==> src/rtl/audio_pkg.sv <==
// Shared types and constants for the audio sample path.
package audio_pkg;

    localparam int AUDIO_W = 8;
    localparam logic [AUDIO_W-1:0] DC_MID = 8'd128;

    // Serial ADC frame sequencer states
    typedef enum logic [2:0] {
        ST_IDLE,
        ST_SETUP,
        ST_HIGH,
        ST_LOW,
        ST_DONE
    } adc_state_e;

    // Distance from mid-scale, doubled to use the full 8-bit range; the
    // single out-of-range case (code 0, distance 128) saturates to full scale.
    function automatic logic [AUDIO_W-1:0] dc_remove(input logic [AUDIO_W-1:0] raw);
        logic [AUDIO_W-1:0] mag;
        if (raw >= DC_MID) begin
            mag = raw - DC_MID;
        end else begin
            mag = DC_MID - raw;
        end
        if (mag == DC_MID) begin
            return '1;
        end
        return {mag[AUDIO_W-2:0], 1'b0};
    endfunction

endpackage

==> src/rtl/adc_sample_source_if.sv <==
// Sample stream from the ADC reader to the dB calculator.
interface adc_sample_source_if;
    import audio_pkg::*;

    logic [AUDIO_W-1:0] audio_data;
    logic               audio_valid;
    logic               sample_miss;

    modport master (output audio_data, audio_valid, sample_miss);
    modport slave  (input  audio_data, audio_valid, sample_miss);

endinterface

==> src/rtl/adc_sample_source_sync_2ff.sv <==
// 1-bit double-flop synchronizer for asynchronous inputs.
module sync_2ff (
    input  logic clk,
    input  logic rst,
    input  logic d_i,
    output logic q_o
);

    logic meta_q;
    logic sync_q;

    // Two-stage resynchronisation into the clk domain
    always_ff @(posedge clk) begin
        if (rst) begin
            meta_q <= 1'b0;
            sync_q <= 1'b0;
        end else begin
            meta_q <= d_i;
            sync_q <= meta_q;
        end
    end

    assign q_o = sync_q;

endmodule

==> src/rtl/adc_sample_source.sv <==
// Periodic TLC549-class serial ADC reader producing the audio sample stream.
module adc_sample_source
    import audio_pkg::*;
#(
    parameter int CLK_DIV    = 25,
    parameter int SAMPLE_DIV = 1250,
    parameter bit REMOVE_DC  = 1'b1
) (
    input  logic                       clk,
    input  logic                       rst,
    input  logic                       enable,
    output logic                       adc_cs_n,
    output logic                       adc_sclk,
    input  logic                       adc_dout,
    adc_sample_source_if.master        aud
);

    localparam int TICK_W = $clog2(SAMPLE_DIV);
    localparam int PH_W   = $clog2(CLK_DIV);
    localparam logic [TICK_W-1:0] TICK_LAST = TICK_W'(SAMPLE_DIV - 1);
    localparam logic [PH_W-1:0]   PH_LAST   = PH_W'(CLK_DIV - 1);

    logic [TICK_W-1:0]  tick_cnt_q, tick_cnt_d;
    logic               tick;
    logic               dout_sync;

    adc_state_e         state_q, state_d;
    logic [PH_W-1:0]    phase_q, phase_d;
    logic [3:0]         bit_cnt_q, bit_cnt_d;
    logic [AUDIO_W-1:0] shift_q, shift_d;
    logic               phase_last;

    logic               cs_n_q;
    logic               sclk_q;
    logic [AUDIO_W-1:0] data_q;
    logic               valid_q;
    logic               miss_q;
    logic [AUDIO_W-1:0] conv;

    sync_2ff u_dout_sync (
        .clk (clk),
        .rst (rst),
        .d_i (adc_dout),
        .q_o (dout_sync)
    );

    // Sample-rate tick: free-running while enabled, parked at zero otherwise
    always_comb begin
        tick       = enable && (tick_cnt_q == TICK_LAST);
        tick_cnt_d = tick_cnt_q + 1'b1;
        if (!enable || tick) begin
            tick_cnt_d = '0;
        end
    end

    // Frame sequencer next-state: SCLK phases and MSB-first bit capture
    always_comb begin
        state_d    = state_q;
        phase_d    = phase_q;
        bit_cnt_d  = bit_cnt_q;
        shift_d    = shift_q;
        phase_last = (phase_q == PH_LAST);
        unique case (state_q)
            ST_IDLE: begin
                if (tick) begin
                    state_d   = ST_SETUP;
                    phase_d   = '0;
                    bit_cnt_d = '0;
                end
            end
            ST_SETUP, ST_LOW: begin
                if (phase_last) begin
                    shift_d   = {shift_q[AUDIO_W-2:0], dout_sync};
                    bit_cnt_d = bit_cnt_q + 1'b1;
                    phase_d   = '0;
                    state_d   = ST_HIGH;
                end else begin
                    phase_d = phase_q + 1'b1;
                end
            end
            ST_HIGH: begin
                if (phase_last) begin
                    phase_d = '0;
                    state_d = (bit_cnt_q == 4'd8) ? ST_DONE : ST_LOW;
                end else begin
                    phase_d = phase_q + 1'b1;
                end
            end
            ST_DONE: begin
                state_d = ST_IDLE;
            end
            default: begin
                state_d = ST_IDLE;
            end
        endcase
    end

    // Output code for the completed frame
    always_comb begin
        conv = shift_q;
        if (REMOVE_DC) begin
            conv = dc_remove(shift_q);
        end
    end

    // Sequencer and tick state registers
    always_ff @(posedge clk) begin
        if (rst) begin
            tick_cnt_q <= '0;
            state_q    <= ST_IDLE;
            phase_q    <= '0;
            bit_cnt_q  <= '0;
            shift_q    <= '0;
        end else begin
            tick_cnt_q <= tick_cnt_d;
            state_q    <= state_d;
            phase_q    <= phase_d;
            bit_cnt_q  <= bit_cnt_d;
            shift_q    <= shift_d;
        end
    end

    // Registered pin and stream outputs, decoded from the next state so they align with it
    always_ff @(posedge clk) begin
        if (rst) begin
            cs_n_q  <= 1'b1;
            sclk_q  <= 1'b0;
            data_q  <= '0;
            valid_q <= 1'b0;
            miss_q  <= 1'b0;
        end else begin
            cs_n_q  <= !(state_d inside {ST_SETUP, ST_HIGH, ST_LOW});
            sclk_q  <= (state_d == ST_HIGH);
            valid_q <= (state_d == ST_DONE);
            miss_q  <= tick && (state_q != ST_IDLE);
            if (state_d == ST_DONE) begin
                data_q <= conv;
            end
        end
    end

    assign adc_cs_n        = cs_n_q;
    assign adc_sclk        = sclk_q;
    assign aud.audio_data  = data_q;
    assign aud.audio_valid = valid_q;
    assign aud.sample_miss = miss_q;

endmodule
==> src/flat_wrapper.sv <==
// flat-port wrapper written by rule: the top's interface ports become plain ports
module adc_sample_source_flat import audio_pkg::*;
#(
    parameter int CLK_DIV    = 25,
    parameter int SAMPLE_DIV = 1250,
    parameter bit REMOVE_DC  = 1'b1
)
  (clk, rst, enable, adc_cs_n, adc_sclk, adc_dout, aud_audio_data, aud_audio_valid, aud_sample_miss);
  adc_sample_source_if aud_i ();
  input  logic clk;
  input  logic rst;
  input  logic enable;
  output logic adc_cs_n;
  output logic adc_sclk;
  input  logic adc_dout;
  output wire logic [$bits(aud_i.audio_data)-1:0] aud_audio_data;
  output wire logic [$bits(aud_i.audio_valid)-1:0] aud_audio_valid;
  output wire logic [$bits(aud_i.sample_miss)-1:0] aud_sample_miss;
  assign aud_audio_data = aud_i.audio_data;
  assign aud_audio_valid = aud_i.audio_valid;
  assign aud_sample_miss = aud_i.sample_miss;
  adc_sample_source #(.CLK_DIV(CLK_DIV), .SAMPLE_DIV(SAMPLE_DIV), .REMOVE_DC(REMOVE_DC)) u_core (.clk(clk), .rst(rst), .enable(enable), .adc_cs_n(adc_cs_n), .adc_sclk(adc_sclk), .adc_dout(adc_dout), .aud(aud_i));
endmodule
==> config.mk <==
export PLATFORM = sky130hd
export DESIGN_NAME = adc_sample_source_flat
export DESIGN_NICKNAME = d
export VERILOG_FILES = /design/src/rtl/audio_pkg.sv /design/src/rtl/adc_sample_source_if.sv /design/src/rtl/adc_sample_source_sync_2ff.sv /design/src/rtl/adc_sample_source.sv /design/src/flat_wrapper.sv
export SDC_FILE = /design/constraint.sdc
export NUM_CORES = 1
export LEC_CHECK = 0
export BUFFER_PORTS_ARGS = -buffer_cell sky130_fd_sc_hd__buf_2
export CORE_MARGIN = 2
export CORE_UTILIZATION = 40
export DETAILED_ROUTE_END_ITERATION = 8
export PLACE_DENSITY = 0.71
export SYNTH_ARGS = -nofsm -noshare
export SYNTH_HDL_FRONTEND = slang
export SYNTH_HIERARCHICAL = 1
export SYNTH_SLANG_ARGS = --single-unit
==> constraint.sdc <==
create_clock -name clk -period 1.94 [get_ports clk]
set_clock_uncertainty 0.2 [all_clocks]
set_input_delay 0.291 -clock clk [delete_from_list [all_inputs] [get_ports clk]]
set_output_delay 0.291 -clock clk [all_outputs]
set_load 0.05 [all_outputs]
Word-level counts from Yosys, hierarchy flattened
Cells that the tools add are included.
- add/sub/neg operators: 5
- multipliers: 0
- divide/modulo/power cells: 0
- order comparisons: 1
- equality and inequality tests: 13
- shift operators: 0
- multiplexer cells: 15
- bitwise gates (word level): 0
- reduce and logical (&&, ||, !) cells: 16
- operator list (cell ; number):
    two-way mux 8 bit ; 3
    == test 3 x 2 -> 1 bit (second input constant) ; 4
    two-way mux 3 bit ; 4
    adder 11 x 1 -> 11 bit (second input constant) ; 1
    == test 11 bit (second input constant) ; 1
    two-way mux 5 bit ; 2
    one-hot mux 5 bit (2 select lines) ; 1
    one-hot mux 3 bit (3 select lines) ; 1
    == test 8 bit (second input constant) ; 1
    greater-or-equal comparator 8 bit (second input constant) ; 1
    two-way mux 4 bit ; 2
    one-hot mux 4 bit (2 select lines) ; 1
    subtractor 8 bit (first input constant) ; 1
    subtractor 8 bit (second input constant) ; 1
    == test 3 x 1 -> 1 bit (second input constant) ; 2
    nonzero test 3 bit ; 2
    adder 5 x 1 -> 5 bit (second input constant) ; 1
    == test 5 bit (second input constant) ; 1
    adder 4 x 1 -> 4 bit (second input constant) ; 1
    == test 4 bit (second input constant) ; 1
    inequality test 2 x 1 -> 1 bit (second input constant) ; 2
    AND reduction 2 bit ; 2
    nonzero test 2 bit ; 2
    OR reduction 2 bit ; 2
    other kinds (8) ; 10
- register bits: 45
- latch bits: 0
- bits in writable memories: 0
- ROM bits: 0
- input bits: 4
- output and inout port bits: 12
- memories: 0

Longest topological paths before layout
Gate-level depths: netlist of the first run.
- depth after elaboration: 7
- depth in mapped cells: 7

By module
Netlist of the first run, hierarchy kept.
- by module, submodules not included (module ; instances ; cells each ; area an instance (sq um) ; seq. area each (sq um)):
    adc_sample_source ; 1 ; 225 ; 1995.7 ; 860.8
    sync_2ff ; 1 ; 4 ; 52.6 ; 40.0

Least setup slack after synthesis of the first run
OpenSTA, ideal clock, no wires.
- path type: reg-to-reg
- from: register u_core.phase_q[0]
- to: register u_core.data_q[3] (netlist: u_core/aud.audio_data[3])
- arrival: 1.667 ns
- slack: -0.070 ns
- stages on the path, launching flop included: 7
- path buffers: 0
- path through: dfxtp_1 > inv_1 > ha_1 > nand4b_4 > or4b_4 > a31oi_4 > a221oi_2
- longest elaborated chain between the ends: 4
- elaborated cells between the ends (all ways): 5
- those cells by class: eq/ne: 2; mux: 3
- ends and longest elaborated chain (what ; RTL line ; source):
    start, declared ; adc_sample_source.sv:28 ; logic [PH_W-1:0] phase_q, phase_d;
    start signal, assigned ; adc_sample_source.sv:117 ; phase_q <= phase_d;
    == test 5 bit (*) ; adc_sample_source.sv:62 ; phase_last = (phase_q == PH_LAST);
    two-way mux 3 bit (on tied branches) ; adc_sample_source.sv:82, adc_sample_source.sv:72 ;
    one-hot mux 3 bit (3 select lines) (*) ; adc_sample_source.sv:63 ; unique case (state_q)
    == test 3 bit (*) ; adc_sample_source.sv:136 ; if (state_d == ST_DONE) begin
    end signal, assigned ; adc_sample_source.sv:137 ; data_q <= conv;
    end, declared ; adc_sample_source.sv:35 ; logic [AUDIO_W-1:0] data_q;
Mark *: on every way between the ends. The rest lies on a longest branch, timed or not.
A chain may end at the register's enable or synchronous reset.

Worst setup path in the final report of the first run
- from: register u_core.phase_q[1]
- to: register u_core.data_q[5] (netlist: u_core/aud.audio_data[5])
Same word-level chain as after synthesis.

==> flow_summary.json, run 1 <==
{
  "outcome": "finished, final reports clean",
  "finalCriticalPeriod_ns": 1.920,
  "firstDrtPassIters": 4,
  "placed_area_sq_mm": 0.002369,
  "synthCells": 229,
  "synth_xor_area_share_pct": 6.842,
  "viasPerCell": 4.847,
  "synth_compound_area_share_pct": 13.26,
  "drive_above_1_share_pct": 24.44,
  "synthMuxAreaShare_pct": 0.4887,
  "wl_per_cell_um": 11.91,
  "grt_pass1_vias": 1660,
  "cts_sinks": 45,
  "syn-num-nets": 241,
  "antenna_found_initial": 0,
  "p_switching_mw": 0.3447,
  "synth_top_family_by_area": "simple AND/OR/NAND/NOR gates",
  "rsz0062_at_grt": "yes",
  "worstSetupPathType": "reg -> reg",
  "timing.critical_path.to_type": "flop",
  "finalSetupViolations": 0,
  "clockRootBuffer": "clkbuf_8",
  "cap_violations": 0,
  "relSlewSlack_pct": 70.51,
  "required_ns": 1.96,
  "antenna_cells": 0,
  "hold_class": "in -> reg",
  "seq_power_share_pct": 59.1,
  "hpwl_um": 2914,
  "ys_ff_latch": 45,
  "ff2ff_path_depth": 6,
  "globalRouteOverflowTotal": 0,
  "grt.total_usage_pct": 16.45,
  "synthSimpleGateAreaFrac_pct": 25.96,
  "cts.clk_slew.worst_paths_ns": 0.08,
  "synthTopCellsByArea": "dfxtp_1 44%, nand2_1 5.3%, a221oi_2 5.1%",
  "synth-edff-count": 0,
  "ir_drop_v": 0.0003617,
  "fin_setup_tns_ns": 0,
  "p_sw_share_pct": 21.93,
  "pwr-share-comb_pct": 2.1,
  "crit_fanout": 10,
  "grt_max_degree": 22,
  "r2r-start": "u_core/phase_q[1]",
  "ys_types": 37,
  "die_h_um": 75.56,
  "yosys.area.top_type": "dfxtp_1",
  "cts_buffers": 5,
  "timing.rr.end": "u_core/aud.audio_data[5]",
  "drt_iter0_markers": 38,
  "grt_pass1_wl_um": 6927,
  "antenna_left": 0,
  "clockBufferDepth": 2,
  "wirelength_um": 4049,
  "async_flop_share_pct": 0,
  "syn_to_final_growth_pct": 22.36,
  "hold_path_startpoint": "adc_dout",
  "whs_ns": 0.01069,
  "routabilityCongestion": 0.8168,
  "tritoncts": "done",
  "hold_viol": 0,
  "htree_levels": 2,
  "synth_warnings": 6,
  "insertion_delay_ns": 0.31,
  "whs_endpoint": "u_core/u_dout_sync/meta_q",
  "fill_cells": 482,
  "core_sq_mm": 0.005010,
  "netlist_area_sq_mm": 0.002048,
  "final_util_pct": 50.03,
  "port_buffers": 15,
  "reg2reg_slack_ns": 0.02,
  "ys.flop_type": "dfxtp_1",
  "power_density_mw_per_mm2": 627.1,
  "start_util_pct": 40.88,
  "cts_hold_buf": 0,
  "drc": 0,
  "worstMarginPinSlew_ns": 0.4415,
  "vias": 1648,
  "rows": 26,
  "ioPinCount": 16,
  "pwr-share-clk_pct": 38.9,
  "fmax_mhz": 520.8,
  "start_kind": "flop",
  "hold-path-cell-count": 2,
  "yosysSeqAreaShare_pct": 43.98,
  "synth_area_per_cell_sq_um": 8.944,
  "fin_nets": 281,
  "internal_power_mw": 1.227,
  "die_w_um": 75.56,
  "fp.dieArea_sq_mm": 0.005709,
  "synth_top_area_share_pct": 43.98,
  "final_area_sq_mm": 0.002506,
  "cp.arrival_ns": 1.94,
  "finalCritPeriodShare_pct": 98.98,
  "slew_violations": 0,
  "p_leak_nw": 0.9107,
  "synth_fa_ha_area_share_pct": 4.887
}
-- worst max path at each step --
stage / from / end / slack [ns]
finish: u_core/phase_q[1] / u_core/aud.audio_data[5] / 0.02
global route: u_core/phase_q[1] / u_core/aud.audio_data[3] / -0.04
CTS: u_core/phase_q[1] / u_core/aud.audio_data[5] / 0.009
detailed placement: u_core/phase_q[1] / u_core/aud.audio_data[6] / -0.05
global placement: u_core/phase_q[1] / u_core/aud.audio_data[7] / -0.005
floorplan: u_core/phase_q[1] / u_core/aud.audio_data[3] / -0.03
-- cell usage in the layout (no fill, tap or decap), types with 2 or more instances in the layout --
| cell type | n |
|---|---|
| dfxtp_1 | 43 |
| nor4b_1 | 3 |
| nand3b_1 | 2 |
| buf_4 | 24 |
| nor2b_1 | 5 |
| nand3_1 | 10 |
| buf_2 | 15 |
| a21oi_1 | 14 |
| nor2_1 | 28 |
| xnor2_1 | 11 |
| a311oi_1 | 2 |
| clkbuf_8 | 6 |
| nand2b_1 | 2 |
| a221oi_2 | 7 |
| inv_1 | 13 |
| xor2_1 | 5 |
| a31oi_1 | 4 |
| ha_1 | 7 |
| nor3_1 | 7 |
| nand2_1 | 29 |
| o21ai_0 | 2 |
| nand4_1 | 6 |
| dfxtp_2 | 2 |
| and4_1 | 2 |
| inv_2 | 2 |
-- logic make-up (layout without fill, tap and decap cells) --
logic type,Yosys count,after routing
and+or+nand+nor,103,103
DFF,45,45
AOI/OAI and AO/OA,33,33
buffers and inverters,23,64
xor gates and xnor gates,16,16
adders and majority gates,8,8
muxes,1,1
-- power groups by stage --
stage | clock, mW | sequential (mW) | combinational (mW)
global placement | 0 | 0.950 | 0.0329
finish | 0.611 | 0.928 | 0.0327
floorplan | 0 | 0.950 | 0.0200
detailed placement | 0 | 0.950 | 0.0332
global route | 0.672 | 0.929 | 0.0373
CTS | 0.636 | 0.928 | 0.0333
-- state kept, by name, summed over array words and instances (netlist names) --
register	cells
u_core/aud.audio_data	8
u_core/u_dout_sync/q_o	1
u_core/shift_q	8
u_core/bit_cnt_q	4
u_core/adc_sclk	1
u_core/aud.sample_miss	1
u_core/adc_cs_n	1
u_core/aud.audio_valid	1
u_core/phase_q	5
u_core/tick_cnt_q	11
u_core/state_q	3
u_core/u_dout_sync/meta_q	1
-- synth_stat cells, drive strengths merged, types with 6 or more instances --
cell,number
clkbuf,6
inv,15
nand3,10
nor2,28
dfxtp,45
nand2,29
a21oi,14
a221oi,7
nor3,8
ha,8
xnor2,11
nand4,6
-- per-stage QoR --
stage | setup slack, ns | cells | power [mW]
after detailed placement | -0.04628 | 330 | 0.9834
after global placement | -0.005312 | 330 | 0.9830
final | 0.01986 | 340 | 1.572
after CTS | 0.009339 | 340 | 1.598
after floorplan | -0.03478 | 229 | 0.9704
after global routing | -0.03933 | 340 | 1.638
-- routing by layer --
| metal | vias to the layer above | global-route usage, % | share of wire (%) |
|---|---|---|---|
| met4 | 0 | 10.14 | 2.7 |
| met3 | 8 | 3.968 | 3.1 |
| met1 | 752 | 19.28 | 47 |
| met5 | - | 0 | 0 |
| li1 | 864 | - | - |
| met2 | 24 | 27.05 | 47 |
-- worst max-delay path, stage by stage, from the launching register on --
cell	delay (ns)
dfxtp_2	0.33
inv_2	0.06
ha_4	0.14
nand4b_4	0.10
or4b_4	0.56
buf_8	0.17
a221oi_2	0.27
-- layout make-up --
cell class	count	area, sq um	area share [%]
inverter	15	56.30	2.247
clock buffer	6	82.58	3.295
multi-input combinational	161	1072	42.79
tap	70	87.58	3.495
timing repair buffer	41	290.3	11.58
clock inverter	2	13.76	0.5492
sequential	45	903.4	36.05
-- timing repair --
| action | CTS | global route |
|---|---|---|
| resized for setup | 2 | 1 |
| pin swaps | 1 | 0 |
| endpoints found under the setup margin | 8 | 8 |
| buffers inserted | 2 | 0 |
(Power assumes the default switching activity.)
==> run 2, diff against run 1 <==
--- a/config.mk
+++ b/config.mk
@@ -12,5 +12,4 @@
 export PLACE_DENSITY = 0.71
 export SYNTH_ARGS = -nofsm -noshare
 export SYNTH_HDL_FRONTEND = slang
-export SYNTH_HIERARCHICAL = 1
 export SYNTH_SLANG_ARGS = --single-unit
==> run 2 against run 1 <==
Effect of this change: first-iteration DRC count grew to 2.6 times the previous value; critical path depth shrank 2; power grew 14%; combinational power shrank 8.0%; highest routed layer unchanged; final cell count shrank 4.4%; routed wire length shrank 4.9%; count of clock-buffer cells in the layout shrank 1; non-clock buffer count shrank 16; flip-flop and latch count is the same; utilization shrank 2.3 points; setup slack gained 0.12 ns.
==> flow_summary.json, run 2 <==
{
  "synth_warnings": 0,
  "clockBufferDepth": 2,
  "fin_nets": 265,
  "rsz0062_at_grt": "no",
  "synth_top_area_share_pct": 43.98,
  "worstSetupPathType": "reg -> reg",
  "hold_viol": 0,
  "antenna_cells": 0,
  "die_w_um": 75.56,
  "synth_fa_ha_area_share_pct": 4.276,
  "p_leak_nw": 0.8200,
  "ir_drop_v": 0.0003376,
  "p_total_mw": 1.787,
  "grt_use_met1_pct": 19.04,
  "synth_compound_area_share_pct": 12.89,
  "grt_max_degree": 16,
  "grtUsageMet3_pct": 4.101,
  "tritoncts": "done",
  "synthMuxAreaShare_pct": 0.4887,
  "busiest_layer": "met2",
  "largest_reg_flops": 11,
  "fin_cells": 325,
  "crit_fanout": 8,
  "cts.clk_slew.worst_paths_ns": 0.08,
  "finalCritPeriodShare_pct": 93.00,
  "ys.flop_type": "dfxtp_1",
  "start_util_pct": 40.88,
  "routabilityCongestion": 0.7753,
  "final_common_cell": "dfxtp_1",
  "hold_class": "in -> reg",
  "fp.dieArea_sq_mm": 0.005709,
  "seq_power_share_pct": 52.0,
  "hpwl_um": 2719,
  "synthTopCellsByArea": "dfxtp_1 44%, nor2_1 4.8%, xnor2_1 4.7%",
  "regMostFlops": "u_core.tick_cnt_q",
  "pwr-share-clk_pct": 46.3,
  "worstMarginPinSlew_ns": 0.4338,
  "netlist_top_cells_count": "45 x dfxtp_1, 26 x nor2_1, 25 x nand2_1",
  "die_h_um": 75.56,
  "synth-edff-count": 0,
  "antenna_found_initial": 0,
  "yosysSeqAreaShare_pct": 43.98,
  "insertion_delay_ns": 0.30,
  "slew_violations": 0,
  "internal_power_mw": 1.448,
  "synth.most_common_cell": "dfxtp_1",
  "final_area_sq_mm": 0.002392,
  "rows": 26,
  "finalSetupViolations": 0,
  "pwr-share-comb_pct": 1.7,
  "grt.total_usage_pct": 14.70,
  "ys_types": 40,
  "antenna_left": 0,
  "required_ns": 1.97,
  "synthSimpleGateAreaFrac_pct": 27.79,
  "async_flop_share_pct": 0,
  "globalRouteOverflowTotal": 0,
  "reg2reg_slack_ns": 0.14,
  "synth_xor_area_share_pct": 6.842,
  "clockRootBuffer": "clkbuf_8",
  "wirelength_um": 3849,
  "grt_pass1_vias": 1441,
  "fmax_mhz": 554.3,
  "syn-num-nets": 243,
  "htree_levels": 2,
  "start_kind": "flop",
  "finalCriticalPeriod_ns": 1.804,
  "cts_sinks": 45,
  "cts_buffers": 5,
  "gr-usage-met2_pct": 22.80,
  "synth_top_family_by_area": "simple AND/OR/NAND/NOR gates",
  "netlist_area_sq_mm": 0.002048,
  "ioPinCount": 16,
  "final_util_pct": 47.75,
  "drt_iter0_markers": 97,
  "outcome": "finished, final reports clean",
  "p_sw_share_pct": 18.93,
  "synth_area_per_cell_sq_um": 8.829,
  "relSlewSlack_pct": 70.99,
  "dp_cells": 316,
  "placed_area_sq_mm": 0.002232,
  "port_buffers": 15,
  "firstDrtPassIters": 4,
  "p_switching_mw": 0.3382,
  "layout_common_cells": "45 x dfxtp_1, 26 x nor2_1, 25 x nand2_1",
  "power_density_mw_per_mm2": 746.8,
  "drc": 0,
  "cap_violations": 0,
  "timing.critical_path.to_type": "flop",
  "viasPerCell": 5.018,
  "cp.arrival_ns": 1.83,
  "wl_per_cell_um": 11.84,
  "synthCells": 232,
  "drive_above_1_share_pct": 18.43,
  "fin_setup_tns_ns": 0,
  "syn_to_final_growth_pct": 16.80,
  "post-cts-setup-buffers": 0,
  "grt_pass1_wl_um": 6437,
  "vias": 1631,
  "core_sq_mm": 0.005010,
  "yosys.area.top_type": "dfxtp_1",
  "ys_ff_latch": 45
}
-- run 2: changes by cell type after synthesis, sizes merged, moves of 4 or more --
cell / previous run / this run
a211oi: 0 / 8
a221oi: 7 / 0
inv: 15 / 8
nand2: 29 / 25
-- run 2: area by class of cell --
| cell class | count | area [sq um] |
|---|---|---|
| timing repair buffer | 25 | 152.6 |
| multi-input combinational | 169 | 1087 |
| sequential | 45 | 900.9 |
| fill | 493 | 2618 |
| inverter | 8 | 30.03 |
| clock buffer | 5 | 68.82 |
| tap | 70 | 87.58 |
| clock inverter | 3 | 65.06 |
-- run 2: what timing repair did --
action | CTS | global route
endpoints found under the setup margin | 0 | 7
gates resized for setup | 0 | 2
hold endpoints to repair | 1 | 0
hold buffers | 1 | 0
-- run 2: cell families after synthesis --
| logic type | Yosys count |
|---|---|
| compound gates | 37 |
| fa+ha+maj | 7 |
| flops | 45 |
| xor+xnor | 16 |
| simple gates | 108 |
| buf+inv | 18 |
| mux | 1 |
-- run 2: final timing paths --
| kind | cells past startpoint | from | end |
|---|---|---|---|
| hold / removal | 2 | rst | u_core.phase_q[0] |
| setup reg to reg | 4 | u_core.shift_q[0] | u_core.aud.audio_data[1] |
| setup / recovery | 4 | u_core.shift_q[0] | u_core.aud.audio_data[1] |
| hold reg to reg | 1 | u_core.u_dout_sync.meta_q | u_core.u_dout_sync.q_o |
-- run 2: worst max-delay path, cell delays in order (launching register included) --
cell and delay [ns]:
dfxtp_1 0.43, inv_1 0.12, ha_1 0.34, o31a_4 0.42
a211oi_2 0.22
-- run 2: metal layers --
metal,share of wire (%),routed length (um),vias to the layer above
li1,-,-,856
met1,52,1985,747
met4,1.9,75,0
met2,44,1683,21
met5,0,0,-
met3,2.7,104,7
-- run 2: power by group through the flow --
stage	registers [mW]	clock network, mW	logic [mW]
floorplan	0.950	0	0.0188
global placement	0.951	0	0.0281
detailed placement	0.951	0	0.0283
CTS	0.929	0.844	0.0301
global route	0.930	0.890	0.0330
finish	0.929	0.827	0.0301
-- run 2: per-stage QoR --
stage,setup WS [ns],hold slack (ns)
after floorplan,0.1986,0.2138
after global placement,0.1516,0.2169
after detailed placement,0.1115,0.2253
after CTS,0.1080,0.07293
after global routing,0.01862,0.06636
final,0.1359,0.07721
